[src/rtl/lsu_pkg.sv]
// Shared definitions for the load/store unit: op codes, access sizes,
// FSM state encoding and op/alignment helper functions.
package lsu_pkg;

    // Access op codes: bit 3 = store, bit 2 = unsigned load, bits 1:0 = size.
    localparam logic [3:0] OP_LB  = 4'h0;
    localparam logic [3:0] OP_LH  = 4'h1;
    localparam logic [3:0] OP_LW  = 4'h2;
    localparam logic [3:0] OP_LBU = 4'h4;
    localparam logic [3:0] OP_LHU = 4'h5;
    localparam logic [3:0] OP_SB  = 4'h8;
    localparam logic [3:0] OP_SH  = 4'h9;
    localparam logic [3:0] OP_SW  = 4'hA;

    // Size field encoding (op[1:0]).
    localparam logic [1:0] SIZE_B = 2'd0;
    localparam logic [1:0] SIZE_H = 2'd1;
    localparam logic [1:0] SIZE_W = 2'd2;

    typedef enum logic [1:0] {
        ST_IDLE   = 2'd0,
        ST_ACCESS = 2'd1,
        ST_RESP   = 2'd2
    } lsu_state_e;

    // True for the eight defined access kinds.
    function automatic logic lsu_op_legal(input logic [3:0] op);
        case (op)
            OP_LB, OP_LH, OP_LW, OP_LBU, OP_LHU,
            OP_SB, OP_SH, OP_SW: lsu_op_legal = 1'b1;
            default:             lsu_op_legal = 1'b0;
        endcase
    endfunction

    // Halfwords need an even address, words a 4-byte aligned address.
    function automatic logic lsu_misaligned(input logic [3:0] op, input logic [1:0] lane);
        case (op[1:0])
            SIZE_H:  lsu_misaligned = lane[0];
            SIZE_W:  lsu_misaligned = (lane != 2'd0);
            default: lsu_misaligned = 1'b0;
        endcase
    endfunction

endpackage

[src/rtl/lsu_mem_if.sv]
// Word-organised data memory port with req/ack handshake and byte enables.
interface lsu_mem_if;
    logic        mem_req;
    logic        mem_we;
    logic [29:0] mem_addr;
    logic [3:0]  mem_be;
    logic [31:0] mem_wdata;
    logic        mem_ack;
    logic [31:0] mem_rdata;

    modport master (
        output mem_req, mem_we, mem_addr, mem_be, mem_wdata,
        input  mem_ack, mem_rdata
    );

    modport slave (
        input  mem_req, mem_we, mem_addr, mem_be, mem_wdata,
        output mem_ack, mem_rdata
    );
endinterface

[src/rtl/lsu_lane_align.sv]
// Byte-lane steering: store replication and byte enables on the way out,
// lane extraction plus sign/zero extension on the way back.
module lsu_lane_align
    import lsu_pkg::*;
(
    input  logic [3:0]  op,
    input  logic [1:0]  lane,
    input  logic [31:0] wdata,
    input  logic [31:0] rdata,
    output logic [3:0]  be,
    output logic [31:0] wdata_rep,
    output logic [31:0] load_data
);

    logic [7:0]  byte_s;
    logic [15:0] half_s;

    // Store data replication and byte enables; loads always read the full word.
    always_comb begin
        be        = 4'b1111;
        wdata_rep = wdata;
        if (op[3]) begin
            case (op[1:0])
                SIZE_B: begin
                    be        = 4'b0001 << lane;
                    wdata_rep = {4{wdata[7:0]}};
                end
                SIZE_H: begin
                    be        = 4'b0011 << lane;
                    wdata_rep = {2{wdata[15:0]}};
                end
                default: begin
                    be        = 4'b1111;
                    wdata_rep = wdata;
                end
            endcase
        end else begin
            be        = 4'b1111;
            wdata_rep = wdata;
        end
    end

    // Select the addressed byte/halfword and extend it per op[2].
    always_comb begin
        case (lane)
            2'd0:    byte_s = rdata[7:0];
            2'd1:    byte_s = rdata[15:8];
            2'd2:    byte_s = rdata[23:16];
            2'd3:    byte_s = rdata[31:24];
            default: byte_s = rdata[7:0];
        endcase
        if (lane[1]) begin
            half_s = rdata[31:16];
        end else begin
            half_s = rdata[15:0];
        end
        case (op[1:0])
            SIZE_B:  load_data = op[2] ? {24'd0, byte_s} : {{24{byte_s[7]}}, byte_s};
            SIZE_H:  load_data = op[2] ? {16'd0, half_s} : {{16{half_s[15]}}, half_s};
            default: load_data = rdata;
        endcase
    end

endmodule

[src/rtl/load_store_unit.sv]
// Sequential load/store unit: one access at a time from execute, req/ack
// memory port, registered results and a bounded wait for the memory ack.
module load_store_unit
    import lsu_pkg::*;
#(
    parameter int TIMEOUT = 15
) (
    input  logic        clk,
    input  logic        reset,
    input  logic        start,
    input  logic [3:0]  op,
    input  logic [31:0] addr,
    input  logic [31:0] wdata,
    output logic        busy,
    output logic        done,
    output logic [31:0] rdata,
    output logic        fault,
    output logic        bus_err,
    lsu_mem_if.master   mem
);

    // Counter value seen in the last permitted wait cycle.
    localparam logic [7:0] CNT_LAST = 8'(TIMEOUT - 1);

    lsu_state_e  state_q, state_d;
    logic [7:0]  cnt_q, cnt_d;
    logic [3:0]  op_q, op_d;
    logic [1:0]  lane_q, lane_d;
    logic        busy_q, busy_d;
    logic        done_q, done_d;
    logic        fault_q, fault_d;
    logic        bus_err_q, bus_err_d;
    logic [31:0] rdata_q, rdata_d;
    logic        mem_req_q, mem_req_d;
    logic        mem_we_q, mem_we_d;
    logic [29:0] mem_addr_q, mem_addr_d;
    logic [3:0]  mem_be_q, mem_be_d;
    logic [31:0] mem_wdata_q, mem_wdata_d;

    logic [3:0]  align_op_s;
    logic [1:0]  align_lane_s;
    logic [3:0]  align_be_s;
    logic [31:0] align_wdata_s;
    logic [31:0] align_load_s;

    // The aligner sees the incoming request while idle (store path) and the
    // latched access afterwards (load path), so one instance serves both.
    always_comb begin
        if (state_q == ST_IDLE) begin
            align_op_s   = op;
            align_lane_s = addr[1:0];
        end else begin
            align_op_s   = op_q;
            align_lane_s = lane_q;
        end
    end

    lsu_lane_align u_align (
        .op        (align_op_s),
        .lane      (align_lane_s),
        .wdata     (wdata),
        .rdata     (mem.mem_rdata),
        .be        (align_be_s),
        .wdata_rep (align_wdata_s),
        .load_data (align_load_s)
    );

    // Next-state and registered-output logic of the access FSM.
    always_comb begin
        state_d     = state_q;
        cnt_d       = cnt_q;
        op_d        = op_q;
        lane_d      = lane_q;
        busy_d      = busy_q;
        done_d      = 1'b0;
        fault_d     = 1'b0;
        bus_err_d   = 1'b0;
        rdata_d     = rdata_q;
        mem_req_d   = mem_req_q;
        mem_we_d    = mem_we_q;
        mem_addr_d  = mem_addr_q;
        mem_be_d    = mem_be_q;
        mem_wdata_d = mem_wdata_q;
        case (state_q)
            ST_IDLE: begin
                if (start) begin
                    op_d   = op;
                    lane_d = addr[1:0];
                    busy_d = 1'b1;
                    if (!lsu_op_legal(op) || lsu_misaligned(op, addr[1:0])) begin
                        // Rejected before any memory traffic.
                        state_d = ST_RESP;
                        done_d  = 1'b1;
                        fault_d = 1'b1;
                    end else begin
                        state_d     = ST_ACCESS;
                        cnt_d       = 8'd0;
                        mem_req_d   = 1'b1;
                        mem_we_d    = op[3];
                        mem_addr_d  = addr[31:2];
                        mem_be_d    = align_be_s;
                        mem_wdata_d = align_wdata_s;
                    end
                end else begin
                    busy_d = 1'b0;
                end
            end
            ST_ACCESS: begin
                if (mem.mem_ack) begin
                    // Ack wins even in the last wait cycle.
                    mem_req_d = 1'b0;
                    state_d   = ST_RESP;
                    done_d    = 1'b1;
                    if (!op_q[3]) begin
                        rdata_d = align_load_s;
                    end else begin
                        rdata_d = rdata_q;
                    end
                end else if (cnt_q == CNT_LAST) begin
                    mem_req_d = 1'b0;
                    state_d   = ST_RESP;
                    done_d    = 1'b1;
                    bus_err_d = 1'b1;
                end else begin
                    cnt_d = cnt_q + 8'd1;
                end
            end
            ST_RESP: begin
                state_d = ST_IDLE;
                busy_d  = 1'b0;
            end
            default: begin
                state_d   = ST_IDLE;
                busy_d    = 1'b0;
                mem_req_d = 1'b0;
            end
        endcase
    end

    // State and output registers with synchronous reset.
    always_ff @(posedge clk) begin
        if (reset) begin
            state_q     <= ST_IDLE;
            cnt_q       <= 8'd0;
            op_q        <= 4'h0;
            lane_q      <= 2'd0;
            busy_q      <= 1'b0;
            done_q      <= 1'b0;
            fault_q     <= 1'b0;
            bus_err_q   <= 1'b0;
            rdata_q     <= 32'd0;
            mem_req_q   <= 1'b0;
            mem_we_q    <= 1'b0;
            mem_addr_q  <= 30'd0;
            mem_be_q    <= 4'd0;
            mem_wdata_q <= 32'd0;
        end else begin
            state_q     <= state_d;
            cnt_q       <= cnt_d;
            op_q        <= op_d;
            lane_q      <= lane_d;
            busy_q      <= busy_d;
            done_q      <= done_d;
            fault_q     <= fault_d;
            bus_err_q   <= bus_err_d;
            rdata_q     <= rdata_d;
            mem_req_q   <= mem_req_d;
            mem_we_q    <= mem_we_d;
            mem_addr_q  <= mem_addr_d;
            mem_be_q    <= mem_be_d;
            mem_wdata_q <= mem_wdata_d;
        end
    end

    assign busy          = busy_q;
    assign done          = done_q;
    assign fault         = fault_q;
    assign bus_err       = bus_err_q;
    assign rdata         = rdata_q;
    assign mem.mem_req   = mem_req_q;
    assign mem.mem_we    = mem_we_q;
    assign mem.mem_addr  = mem_addr_q;
    assign mem.mem_be    = mem_be_q;
    assign mem.mem_wdata = mem_wdata_q;

endmodule

[src/flat_wrapper.sv]
// flat-port wrapper written by rule: the top's interface ports become plain ports
module load_store_unit_flat import lsu_pkg::*;
#(
    parameter int TIMEOUT = 15
)
  (clk, reset, start, op, addr, wdata, busy, done, rdata, fault, bus_err, mem_mem_req, mem_mem_we, mem_mem_addr, mem_mem_be, mem_mem_wdata, mem_mem_ack, mem_mem_rdata);
  lsu_mem_if mem_i ();
  input  logic clk;
  input  logic reset;
  input  logic start;
  input  logic [3:0] op;
  input  logic [31:0] addr;
  input  logic [31:0] wdata;
  output logic busy;
  output logic done;
  output logic [31:0] rdata;
  output logic fault;
  output logic bus_err;
  output wire logic [$bits(mem_i.mem_req)-1:0] mem_mem_req;
  output wire logic [$bits(mem_i.mem_we)-1:0] mem_mem_we;
  output wire logic [$bits(mem_i.mem_addr)-1:0] mem_mem_addr;
  output wire logic [$bits(mem_i.mem_be)-1:0] mem_mem_be;
  output wire logic [$bits(mem_i.mem_wdata)-1:0] mem_mem_wdata;
  input wire logic [$bits(mem_i.mem_ack)-1:0] mem_mem_ack;
  input wire logic [$bits(mem_i.mem_rdata)-1:0] mem_mem_rdata;
  assign mem_mem_req = mem_i.mem_req;
  assign mem_mem_we = mem_i.mem_we;
  assign mem_mem_addr = mem_i.mem_addr;
  assign mem_mem_be = mem_i.mem_be;
  assign mem_mem_wdata = mem_i.mem_wdata;
  assign mem_i.mem_ack = mem_mem_ack;
  assign mem_i.mem_rdata = mem_mem_rdata;
  load_store_unit #(.TIMEOUT(TIMEOUT)) u_core (.clk(clk), .reset(reset), .start(start), .op(op), .addr(addr), .wdata(wdata), .busy(busy), .done(done), .rdata(rdata), .fault(fault), .bus_err(bus_err), .mem(mem_i));
endmodule
[config.mk]
export PLATFORM = sky130hd
export DESIGN_NAME = load_store_unit_flat
export DESIGN_NICKNAME = d
export VERILOG_FILES = /design/src/rtl/lsu_pkg.sv /design/src/rtl/lsu_mem_if.sv /design/src/rtl/lsu_lane_align.sv /design/src/rtl/load_store_unit.sv /design/src/flat_wrapper.sv
export SDC_FILE = /design/constraint.sdc
export NUM_CORES = 1
export LEC_CHECK = 0
export BUFFER_PORTS_ARGS = -buffer_cell sky130_fd_sc_hd__buf_4
export CAP_MARGIN = 20
export CORE_UTILIZATION = 44
export CTS_CLUSTER_DIAMETER = 50
export DETAILED_ROUTE_END_ITERATION = 8
export HOLD_SLACK_MARGIN = 0.06
export PLACE_DENSITY = 0.74
export SLEW_MARGIN = 25
export SYNTH_ARGS = -nofsm -noshare
export SYNTH_HDL_FRONTEND = slang
export SYNTH_SLANG_ARGS = --single-unit
[constraint.sdc]
create_clock -name clk -period 2.2 [get_ports clk]
set_input_delay 0.55 -clock clk [delete_from_list [all_inputs] [get_ports clk]]
set_output_delay 0.55 -clock clk [all_outputs]
set_load 0.1 [all_outputs]
==> results of run 1 <==
cell type report:
class / count / area [um2]
clock inverters: 9 / 170.2
multi-input cells: 477 / 2776
clock buffers: 23 / 467.9
well taps: 168 / 210.2
fillers: 997 / 3976
flip-flops and latches: 120 / 2407
inverters: 7 / 26.28
repair buffers: 255 / 2027
state kept, by name, summed over array words and instances (netlist names):
signal	count
u_core.lane_q	2
u_core.mem.mem_addr	30
u_core.state_q	2
u_core.mem.mem_wdata	32
u_core.mem.mem_be	4
u_core.cnt_q	8
u_core.mem.mem_req	1
u_core.bus_err	1
u_core.fault	1
u_core.busy	1
u_core.rdata	32
u_core.mem.mem_we	1
u_core.done	1
u_core.op_q	4
cells by family (layout without fill, tap and decap cells):
group,Yosys count,count (layout)
buffers and inverters,57,294
and+or+nand+nor,249,249
adders and majority gates,5,5
DFF,120,120
xor gates and xnor gates,6,6
muxes,18,18
AOI/OAI and AO/OA,199,199
worst min path at each step:
stage / from / to / cells after the start
after detailed placement: u_core.mem.mem_wdata[10]$_SDFFE_PP0P_ / u_core.mem.mem_wdata[10]$_SDFFE_PP0P_ / 2
after global placement: u_core.mem.mem_wdata[8]$_SDFFE_PP0P_ / u_core.mem.mem_wdata[8]$_SDFFE_PP0P_ / 2
after floorplan: u_core.op_q[2]$_SDFFE_PP0P_ / u_core.op_q[2]$_SDFFE_PP0P_ / 2
after CTS: addr[11] / u_core.mem.mem_addr[9]$_SDFFE_PP0P_ / 3
after global routing: addr[12] / u_core.mem.mem_addr[10]$_SDFFE_PP0P_ / 3
final: addr[11] / u_core.mem.mem_addr[9]$_SDFFE_PP0P_ / 3
layer usage:
layer | global-route usage [%] | wire (um)
met1 | 31.01 | 6860
met2 | 44.01 | 8137
met3 | 7.552 | 1071
met4 | 10.09 | 327
met5 | 0 | 0
synthesized netlist by cell type, drive strengths merged, types with 4 or more instances:
library cell  count  area share [%]
ha                5             1.1
o21ai            25             2.3
nand3            13             1.2
a211o            16             2.6
and3              9             1.0
a22oi             7            0.96
inv               7            0.48
nor3             10             1.0
buf              18             2.6
a21oi            85             8.6
clkbuf           32             2.2
xor2              4            0.64
nand2           130             9.0
mux2i            18             3.3
nor2             71             5.0
dfxtp           120              44
a211oi           46             7.5
through the flow:
| step | power, mW | setup slack, ns | setup TNS, ns | hold slack (ns) |
|---|---|---|---|---|
| floorplan | 3.736 | -0.01076 | -0.1008 | 0.4363 |
| global placement | 4.287 | -0.1233 | -7.311 | 0.4403 |
| detailed placement | 4.314 | -0.1879 | -9.058 | 0.4472 |
| CTS | 7.317 | -0.003555 | -0.005824 | 0.3704 |
| global route | 7.557 | 0.002516 | 0 | 0.3704 |
| finish | 7.285 | 0.09851 | 0 | 0.3845 |
critical path: cells and delay by family (launching register included):
kind                   cells  cell delay [ns]
AOI/OAI and AO/OA          4             0.84
buffers and inverters      1             0.20
DFF                        1             0.40
and+or+nand+nor            1             0.53
timing repair:
action / in CTS / in global routing
pin swaps: 0 / 1
buffers inserted: 0 / 1
resized for setup: 1 / 4
setup endpoints to repair: 28 / 76
power by group:
part / switching (mW) / total (mW) / internal, mW
clock network: 0.941 / 3.00 / 2.06
logic: 1.33 / 1.91 / 0.582
registers: 0.0794 / 2.37 / 2.30
==> run metrics, run 1 <==
status=complete, no violations; Final min period=2.101 ns; Crit Reg-Reg Startpoint=u_core.state_q[0]$_SDFFE_PP0P_; post-route cell area=8085 um2; CP startpoint kind=flop; Compound-Gate Fraction of Synth Area=25.45%; largest family of logic cells by synthesized area=compound AO/OA/AOI/OAI gates; EDFF count, synth=0; Placed Area=7422 um2; P per Cell Area=901.1 nW/um2; Cell Chain, Critical Path=or4_1 > o31a_1 > o2111a_1 > a211oi_4 > buf_12 > a211oi_1; Post-synth ARST share=0%; worst-path maximum fanout=15; drt total wl=16.40 mm; initial core utilization=45.16%; gr usage total=25.98%; Vias=5605; largest net degree at the start of global routing=45; CTS buffer count=17; deepest clock path buffer count=2; Final Hold Fails=0; ANT nets after route=0; worst r2r path cells=6; final core occ=67.03%; first-pass GRT wire length=26.19 mm; Final Slew Violations=0; Worst EP arrival=2.39 ns; total die area=12830 um2; Critical Path RT=2.49 ns; CTS tree=done; mux share of post-synthesis cell area=3.308%; #FFs+latches synth=120; nets=987; worst rel slew slack=65.90%; max cap viols=0; Top-Level Pins=208; Setup CP Type=reg -> reg; RSZ-0062 raised after global routing=false; Max IR drop VDD=525.3 uV; HPWL after DPL=12.23 mm; most frequent cells in the layout=246 x buf_4, 130 x nand2_1, 118 x dfxtp_1; FF-to-FF End=u_core.rdata[18]$_SDFFE_PP0P_; worst hold path type=in -> reg; adder-cell share of the synthesized area=1.149%; cells after synthesis=654; CTS root buf=clkbuf_16; vias per inst=5.293; Synth Area in XOR/XNOR=0.9649%; antenna violations before repair=0; Hold-fix buffers, CTS=0; H-Tree Level Count=4; grt ovf=0; Primary FF master, synth=dfxtp_1; number of remaining DRC errors=0; Leak Pwr=3.435 nW; # clock sinks=120; leading cell type in the layout, fill and taps excluded=buf_4; number of global-route vias before repair=5406; Syn Nets=763; Inst Count DP=1026; Synth Cell Area=5446 um2; Worst Skew=0.01036 ns; slowest stage cell, crit path=or4_1; final setup fails=0; clock latency on the worst-skew pair=0.42 ns; row count=40; antenna cells=0; Placer Congestion=0.8935; Die X=113.3 um; period utilisation layout=95.52%; CP startpoint=u_core.state_q[0]$_SDFFE_PP0P_; max incr delay on CP=0.53 ns; Worst Max-Slew Pin Slew=0.5068 ns; sequential area share after synthesis=44.11%; drt first-iter violations=213; Core ar.=12060 um2; Die Span Y=113.3 um; synth warn=0; DRT Pass-1 Iters=5; clock slew at reported path FFs=0.05 ns; area grow syn2layout=48.45%; Cell Count, Final, Fillers Out=1059; FF-to-FF setup slack=0.1 ns; post-DR wirelength/cell=15.48 um; Crit. End Element=flop; simple-gate share of the synthesized area=19.69%; Achievable Freq=475.9 MHz; Worst Setup EP=u_core.rdata[18]$_SDFFE_PP0P_; syn avg cell area=8.328 um2; Distinct cells, synth=51; fraction of layout cells with a size suffix above 1=35.80%; PortBufs=207
(Power assumes the default switching activity.)
==> run 2, diff against run 1 <==
- PLACE_DENSITY: 0.74 -> 0.8
- SETUP_SLACK_MARGIN: not set -> 0.5
==> run 2 against run 1 <==
Sequential share of layout area fell by 5.8 points. Via count rose by 19%. Fmax barely moved. Core utilization rose by 16 points. Critical path depth rose by 2. Non-clock buffer count rose by 65. Setup slack barely moved. Global-route usage rose by 6.7 points. Clock skew barely moved. Clock-buffer cell count fell by 1. Largest power group is now combinational cells.
==> run metrics, run 2 (same netlist as run 1, synthesis figures left out) <==
status=complete, no violations (unchanged); CTS root buf=clkbuf_16 (unchanged); hold path start=addr[30] (was addr[11]); Top-Level Pins=208 (unchanged); worst rel slew slack=60.65% (was 65.90%); total power=7.715 mW (was 7.285 mW); P per Cell Area=768.6 nW/um2 (was 901.1 nW/um2); H-Tree Level Count=4 (unchanged); Setup CP Type=reg -> reg (unchanged); Die X=113.3 um (unchanged); RSZ-0062 raised after global routing=true (was false); CP startpoint kind=flop (unchanged); Die Span Y=113.3 um (unchanged); Hold WS=0.3767 ns (was 0.3845 ns); post-DR wirelength/cell=22.39 um (was 15.48 um); Achievable Freq=475.9 MHz (about the same); first-pass GRT wire length=32.23 mm (was 26.19 mm); Placer Congestion=0.8848 (was 0.8935); Critical Path RT=2.51 ns (was 2.49 ns); deepest clock path buffer count=2 (unchanged); PortBufs=207 (unchanged); Final min period=2.101 ns (about the same); max incr delay on CP=0.38 ns (was 0.53 ns); area grow syn2layout=84.29% (was 48.45%); Worst EP arrival=2.41 ns (was 2.39 ns); antenna violations before repair=0 (unchanged); gr usage total=32.66% (was 25.98%); leading cell type in the layout, fill and taps excluded=buf_4 (unchanged); row count=40 (unchanged); DRT Pass-1 Iters=8 (was 5); worst-path maximum fanout=8 (was 15); number of global-route vias before repair=6131 (was 5406); drt first-iter violations=834 (was 213); Final Slew Violations=0 (unchanged); Vias=6643 (was 5605); period utilisation layout=95.52% (about the same); final setup fails=0 (unchanged); vias per inst=5.910 (was 5.293); Crit Reg-Reg Startpoint=u_core.state_q[0]$_SDFFE_PP0P_ (unchanged); CP startpoint=u_core.state_q[0]$_SDFFE_PP0P_ (unchanged); CTS buffer count=17 (unchanged); ANT nets after route=0 (unchanged); max cap viols=0 (unchanged); largest net degree at the start of global routing=39 (was 45); CTS tree=done (unchanged); clock latency on the worst-skew pair=0.42 ns (about the same); post-route cell area=10040 um2 (was 8085 um2); slowest stage cell, crit path=dfxtp_4 (was or4_1); Worst Max-Slew Pin Slew=0.5853 ns (was 0.5068 ns); Core ar.=12060 um2 (unchanged); Crit path top cell by count=buf_6; Final Hold Fails=0 (unchanged); Cell Chain, Critical Path=buf_6 > o21a_4 > a21o_4 > buf_6 > nor3_4 > buf_6 > a22oi_2 > a211oi_1 (was or4_1 > o31a_1 > o2111a_1 > a211oi_4 > buf_12 > a211oi_1); worst hold path type=in -> reg (unchanged); # clock sinks=120 (unchanged); Worst Skew=0.009917 ns (was 0.01036 ns); fraction of layout cells with a size suffix above 1=57.11% (was 35.80%); number of remaining DRC errors=0 (unchanged); clock slew at reported path FFs=0.05 ns (about the same); HPWL after DPL=11.43 mm (was 12.23 mm); Leak Pwr=4.253 nW (was 3.435 nW); most frequent cells in the layout=247 x buf_4, 118 x dfxtp_1, 90 x nand2_1 (was 246 x buf_4, 130 x nand2_1, 118 x dfxtp_1); Max IR drop VDD=538.8 uV (was 525.3 uV); layout filler cell count=632 (was 997); total die area=12830 um2 (unchanged); Crit. End Element=flop (unchanged); antenna cells=0 (unchanged); initial core utilization=45.16% (unchanged); nets=1053 (was 987); final core occ=83.22% (was 67.03%); Placed Area=7575 um2 (was 7422 um2); grt ovf=0 (unchanged); drt total wl=25.17 mm (was 16.40 mm)
## run 2: cell types whose count changed in the layout (fill, tap and decap cells not counted), moves of 9 or more
cell / previous run / this run
a21oi_2: 13 / 61
nand2_2: 0 / 12
buf_16: 0 / 15
nand2_4: 0 / 28
a211oi_1: 35 / 17
a211oi_2: 10 / 27
buf_12: 9 / 18
buf_6: 0 / 31
a21oi_1: 72 / 22
nand2_1: 130 / 90
## run 2: metal layers
| metal | part of all wire, % | GRT usage [%] |
|---|---|---|
| met5 | 0 | 0 |
| met4 | 5.1 | 14.04 |
| met3 | 8.7 | 8.945 |
| met2 | 50 | 56.07 |
| met1 | 36 | 38.21 |
## run 2: worst paths after layout
path                                               end  slack (ns)  cells past startpoint
hold / removal    u_core.mem.mem_addr[28]$_SDFFE_PP0P_        0.38                      3
setup / recovery          u_core.rdata[9]$_SDFFE_PP0P_         0.1                      8
setup reg to reg          u_core.rdata[9]$_SDFFE_PP0P_         0.1                      8
hold reg to reg   u_core.mem.mem_wdata[0]$_SDFFE_PP0P_        0.46                      2
## run 2: report_power, final
group          total [mW]  internal, mW  switching [mW]
clock network        2.61          1.59            1.02
logic                2.71          1.01            1.70
registers            2.39          2.29          0.0943
## run 2: final cells by class
cell class / instances / area [um2] / area share, %
Multi-Input combinational cell: 478 / 3681 / 36.67
Timing Repair Buffer: 320 / 3167 / 31.55
Sequential cell: 120 / 2410 / 24.01
Clock buffer: 22 / 464.2 / 4.625
Tap cell: 168 / 210.2 / 2.094
Clock inverter: 9 / 76.32 / 0.7604
Inverter: 7 / 28.78 / 0.2867
## run 2: through the flow
stage	setup slack, ns	setup TNS [ns]	std cells
CTS	0.1983	0	1107
finish	0.09853	0	1124
global route	0.02684	0	1124
floorplan	0.06561	0	654
global placement	-0.05934	-1.191	1029
detailed placement	-0.06695	-1.431	1029
## run 2: worst max-delay path, delay by kind of cell, from the launching register on
family,cells,cell delay [ns]
compound gates,4,0.87
flops,1,0.38
simple gates,1,0.23
buf+inv,3,0.50
## run 2: what timing repair did
item                                    4_1_cts  5_1_grt
endpoints found under the setup margin      108      111
gates resized for setup                      96      152
pin swaps                                    39       93
endpoints found under the hold margin         0        0
hold buffers                                  0        0
cloned                                       18        2
buffers inserted                             29       15
==> run 3, diff against run 2 <==
- CORE_UTILIZATION: 44 -> 49
- CTS_CLUSTER_DIAMETER: 50 -> 200
- PLACE_DENSITY: 0.8 -> 0.84
- clock period: 2.2 -> 2 ns (I/O delays scaled with it)
==> run 3 against run 2 <==
The flow now stops in global routing. Area after synthesis did not move. Synthesized cell count did not move.
==> run metrics, run 3 <==
status=aborted with a tool error (was complete, no violations); stage reached=global routing; error msg=[ERROR DPL-0038] Utilization greater than 100%, impossible to legalize; sequential area share after synthesis=44.11% (unchanged); Syn Nets=763 (unchanged); pre-CTS setup slack=-0.2572 ns (was -0.06695 ns); deepest clock path buffer count=2 (unchanged); worst ep type=register data pin; Distinct cells, synth=51 (unchanged); Synth Cell Area=5446 um2 (unchanged); post-synth top area cell=dfxtp_1 (unchanged); CTS buffer count=17 (unchanged); most frequent cell after synthesis=nand2_1 (unchanged); Hold-fix buffers, CTS=0 (unchanged); ranking of synthesized cells by area=dfxtp_1 44%, nand2_1 9.0%, a21oi_1 6.7% (unchanged); syn avg cell area=8.328 um2 (unchanged); synth warn=0 (unchanged); Placer Congestion=0.9322 (was 0.8848); PortBufs=207 (unchanged); H-Tree Level Count=4 (unchanged); Synth top cells by count=130 x nand2_1, 120 x dfxtp_1, 73 x a21oi_1, 70 x nor2_1, 35 x a211oi_1 (unchanged); CTS root buf=clkbuf_8 (was clkbuf_16); HPWL after DPL=12.31 mm (was 11.43 mm); Synth top area share=44.11% (unchanged); # clock sinks=120 (unchanged); #FFs+latches synth=120 (unchanged); Post-synth ARST share=0% (unchanged); largest net degree at the start of global routing=40; initial core utilization=50.24% (was 45.16%); Die X=107.4 um (was 113.3 um); Primary FF master, synth=dfxtp_1 (unchanged); cells after synthesis=654 (unchanged); Top-Level Pins=208 (unchanged); row count=38 (was 40); Crit. endpoint post-GRT repair=u_core.mem.mem_wdata[27]$_SDFFE_PP0P_/D; EDFF count, synth=0 (unchanged); Die Span Y=107.4 um (was 113.3 um)
## run 3: kinds of logic after synthesis
group / count (synthesis) / share of synthesized area, %
simple gates: 249 / 19.69
compound gates: 199 / 25.45
flops: 120 / 44.11
buf+inv: 57 / 5.330
mux: 18 / 3.308
xor+xnor: 6 / 0.9648
fa+ha+maj: 5 / 1.149
## run 3: through the flow
step | hold WS (ns) | instances | area [um2] | util (%)
3_3_place_gp | 0.4391 | 1008 | 7636 | 70.44
4_1_cts | 0.1994 | 1091 | 10180 | 93.94
3_5_place_dp | 0.4436 | 1008 | 7636 | 70.44
2_1_floorplan | 0.4363 | 654 | 5699 | -
## run 3: timing repair
action,in CTS
endpoints found under the hold margin,0
resized for setup,345
setup buffers,36
endpoints found under the setup margin,215
cloned,15
pin swaps,48
==> run 4, diff against run 3 <==
- CORE_UTILIZATION: 49 -> 40
- CTS_CLUSTER_DIAMETER: 200 -> not set
- HOLD_SLACK_MARGIN: 0.06 -> not set
- PLACE_DENSITY: 0.84 -> not set
- PLACE_DENSITY_LB_ADDON: not set -> 0.15
- SETUP_SLACK_MARGIN: 0.5 -> not set
==> run 4 against run 3 <==
The flow now finishes, with violations (negative setup slack).
==> run metrics, run 4 (same netlist as run 1, synthesis figures left out) <==
Placer Congestion=0.8523 (was 0.9322); Comb pwr share=29.1%; # clock sinks=120 (unchanged); largest net degree at the start of global routing=44; Final Hold Fails=0; status=complete, but fails checks (was aborted with a tool error); drt total wl=17.84 mm; Top-Level Pins=208 (unchanged); final worst slack=-0.01887 ns; Final Slew Violations=0; Worst Skew=0.008969 ns; drt first-iter violations=271; max incr delay on CP=0.37 ns; P per Cell Area=928.4 nW/um2; number of global-route vias before repair=5609; Cell Count, Final, Fillers Out=1100; number of remaining DRC errors=0; initial core utilization=41.13% (was 50.24%); CP startpoint kind=flop; switching part of the total power=34.67%; most frequent cells in the layout=263 x buf_4, 129 x nand2_1, 118 x dfxtp_1; RSZ-0062 raised after global routing=true; Largest delay share family, worst path=compound AO/OA/AOI/OAI gates; layout filler cell count=1159; FF+latch area=2410 um2; period utilisation layout=100.9%; worst-path maximum fanout=9; CTS tree=done; Setup TNS Final=-0.04524 ns; Die X=118.7 um (was 107.4 um); grt ovf=0; Worst EP arrival=2.37 ns; failing checks=negative setup slack; Critical Path RT=2.35 ns; Worst Max-Slew Pin Slew=0.4837 ns; Seq pwr share=32.6%; slowest stage cell, crit path=dfxtp_4; Crit path top cell by count=buf_4; DRT Pass-1 Iters=5; Die Span Y=118.7 um (was 107.4 um); CTS root buf=clkbuf_16 (was clkbuf_8); vias per inst=5.260; area of the multi-input gates=2903 um2; Leak Pwr=3.646 nW; PortBufs=207 (unchanged); Cell Int Power=5.213 mW; final core occ=64.90%; HPWL after DPL=12.52 mm (was 12.31 mm); sw power=2.766 mW; clock latency on the worst-skew pair=0.42 ns; antenna cells=0; Setup CP Type=reg -> reg; area grow syn2layout=57.80%; max cap viols=0; gr usage total=24.72%; Inst Count DP=1054 (was 1008); clock slew at reported path FFs=0.06 ns; H-Tree Level Count=4 (unchanged); Crit. End Element=flop; total die area=14090 um2; Max IR drop VDD=726.2 uV; worst rel slew slack=67.75%; Final min period=2.019 ns; Buf/Inv on CP=5; final setup fails=4; Cell Chain, Critical Path=buf_4 > o21ai_0 > a221oi_4 > buf_12 > buf_8 > buf_16 > buf_4 > a211o_1 > a21oi_2; first-pass GRT wire length=27.74 mm; deepest clock path buffer count=2 (unchanged); CTS buffer count=17 (unchanged); fraction of layout cells with a size suffix above 1=40.91%; worst hold path type=in -> reg; share of total power in the clock network=38.2%; antenna violations before repair=0; Achievable Freq=495.3 MHz; Vias=5786; row count=42 (was 38); leading cell type in the layout, fill and taps excluded=buf_4; nets=1020; post-DR wirelength/cell=16.21 um; Core ar.=13240 um2; ANT nets after route=0
==> run 4: final timing paths <==
check | start | endpoint | slack [ns] | cells after the start
max | u_core.state_q[1]$_SDFFE_PP0P_ | u_core.mem.mem_wdata[27]$_SDFFE_PP0P_ | -0.02 | 9
max reg2reg | u_core.state_q[1]$_SDFFE_PP0P_ | u_core.mem.mem_wdata[27]$_SDFFE_PP0P_ | -0.02 | 9
min reg2reg | u_core.mem.mem_addr[5]$_SDFFE_PP0P_ | u_core.mem.mem_addr[5]$_SDFFE_PP0P_ | 0.46 | 2
min | addr[23] | u_core.mem.mem_addr[21]$_SDFFE_PP0P_ | 0.33 | 3
==> run 4: per-layer routing <==
metal | vias to the layer above | GRT usage, % | part of all wire [%]
met2 | 196 | 40.97 | 49
met4 | 0 | 11.08 | 2.5
li1 | 2811 | - | -
met3 | 33 | 7.432 | 6.4
met5 | - | 0 | 0
met1 | 2746 | 29.35 | 42
==> run 4: tightest hold or removal path: cells and delay by family <==
kind	cells	cell delay (ns)
buffers and inverters	1	0.11
AND/OR/NAND/NOR	1	0.04
AO/OA/AOI/OAI	1	0.05
==> run 4: layout make-up <==
cell class / instances / area share (%)
clock buffers: 19 / 5.270
clock inverters: 13 / 1.674
inverters: 7 / 0.3348
multi-input cells: 478 / 33.77
flip-flops and latches: 120 / 28.04
well taps: 176 / 2.562
repair buffers: 287 / 28.34
==> run 4: power groups by stage <==
stage	sequential, mW	clock, mW	combinational [mW]
final	2.60	3.05	2.33
after floorplan	3.47	0	0.666
after CTS	2.60	3.11	2.22
after global routing	2.62	3.20	2.45
after detailed placement	2.65	0	2.16
after global placement	2.65	0	2.13
==> run 4: repair_timing <==
item | CTS | global route
pin swaps | 2 | 15
buffers inserted | 2 | 6
gates cloned | 2 | 4
endpoints found under the setup margin | 59 | 57
hold buffers | 0 | 0
gates resized for setup | 9 | 27
==> run 4: metrics by stage <==
step                power, mW  setup slack (ns)  cell area [um2]  hold WS [ns]
floorplan               4.137          -0.08482             5540        0.4363
global placement        4.782           -0.1934             7639        0.4425
detailed placement      4.809           -0.2315             7639        0.4490
CTS                     7.933          -0.01329             8334        0.3145
global route            8.265          -0.08073             8594        0.3256
finish                  7.979          -0.01887             8594        0.3297
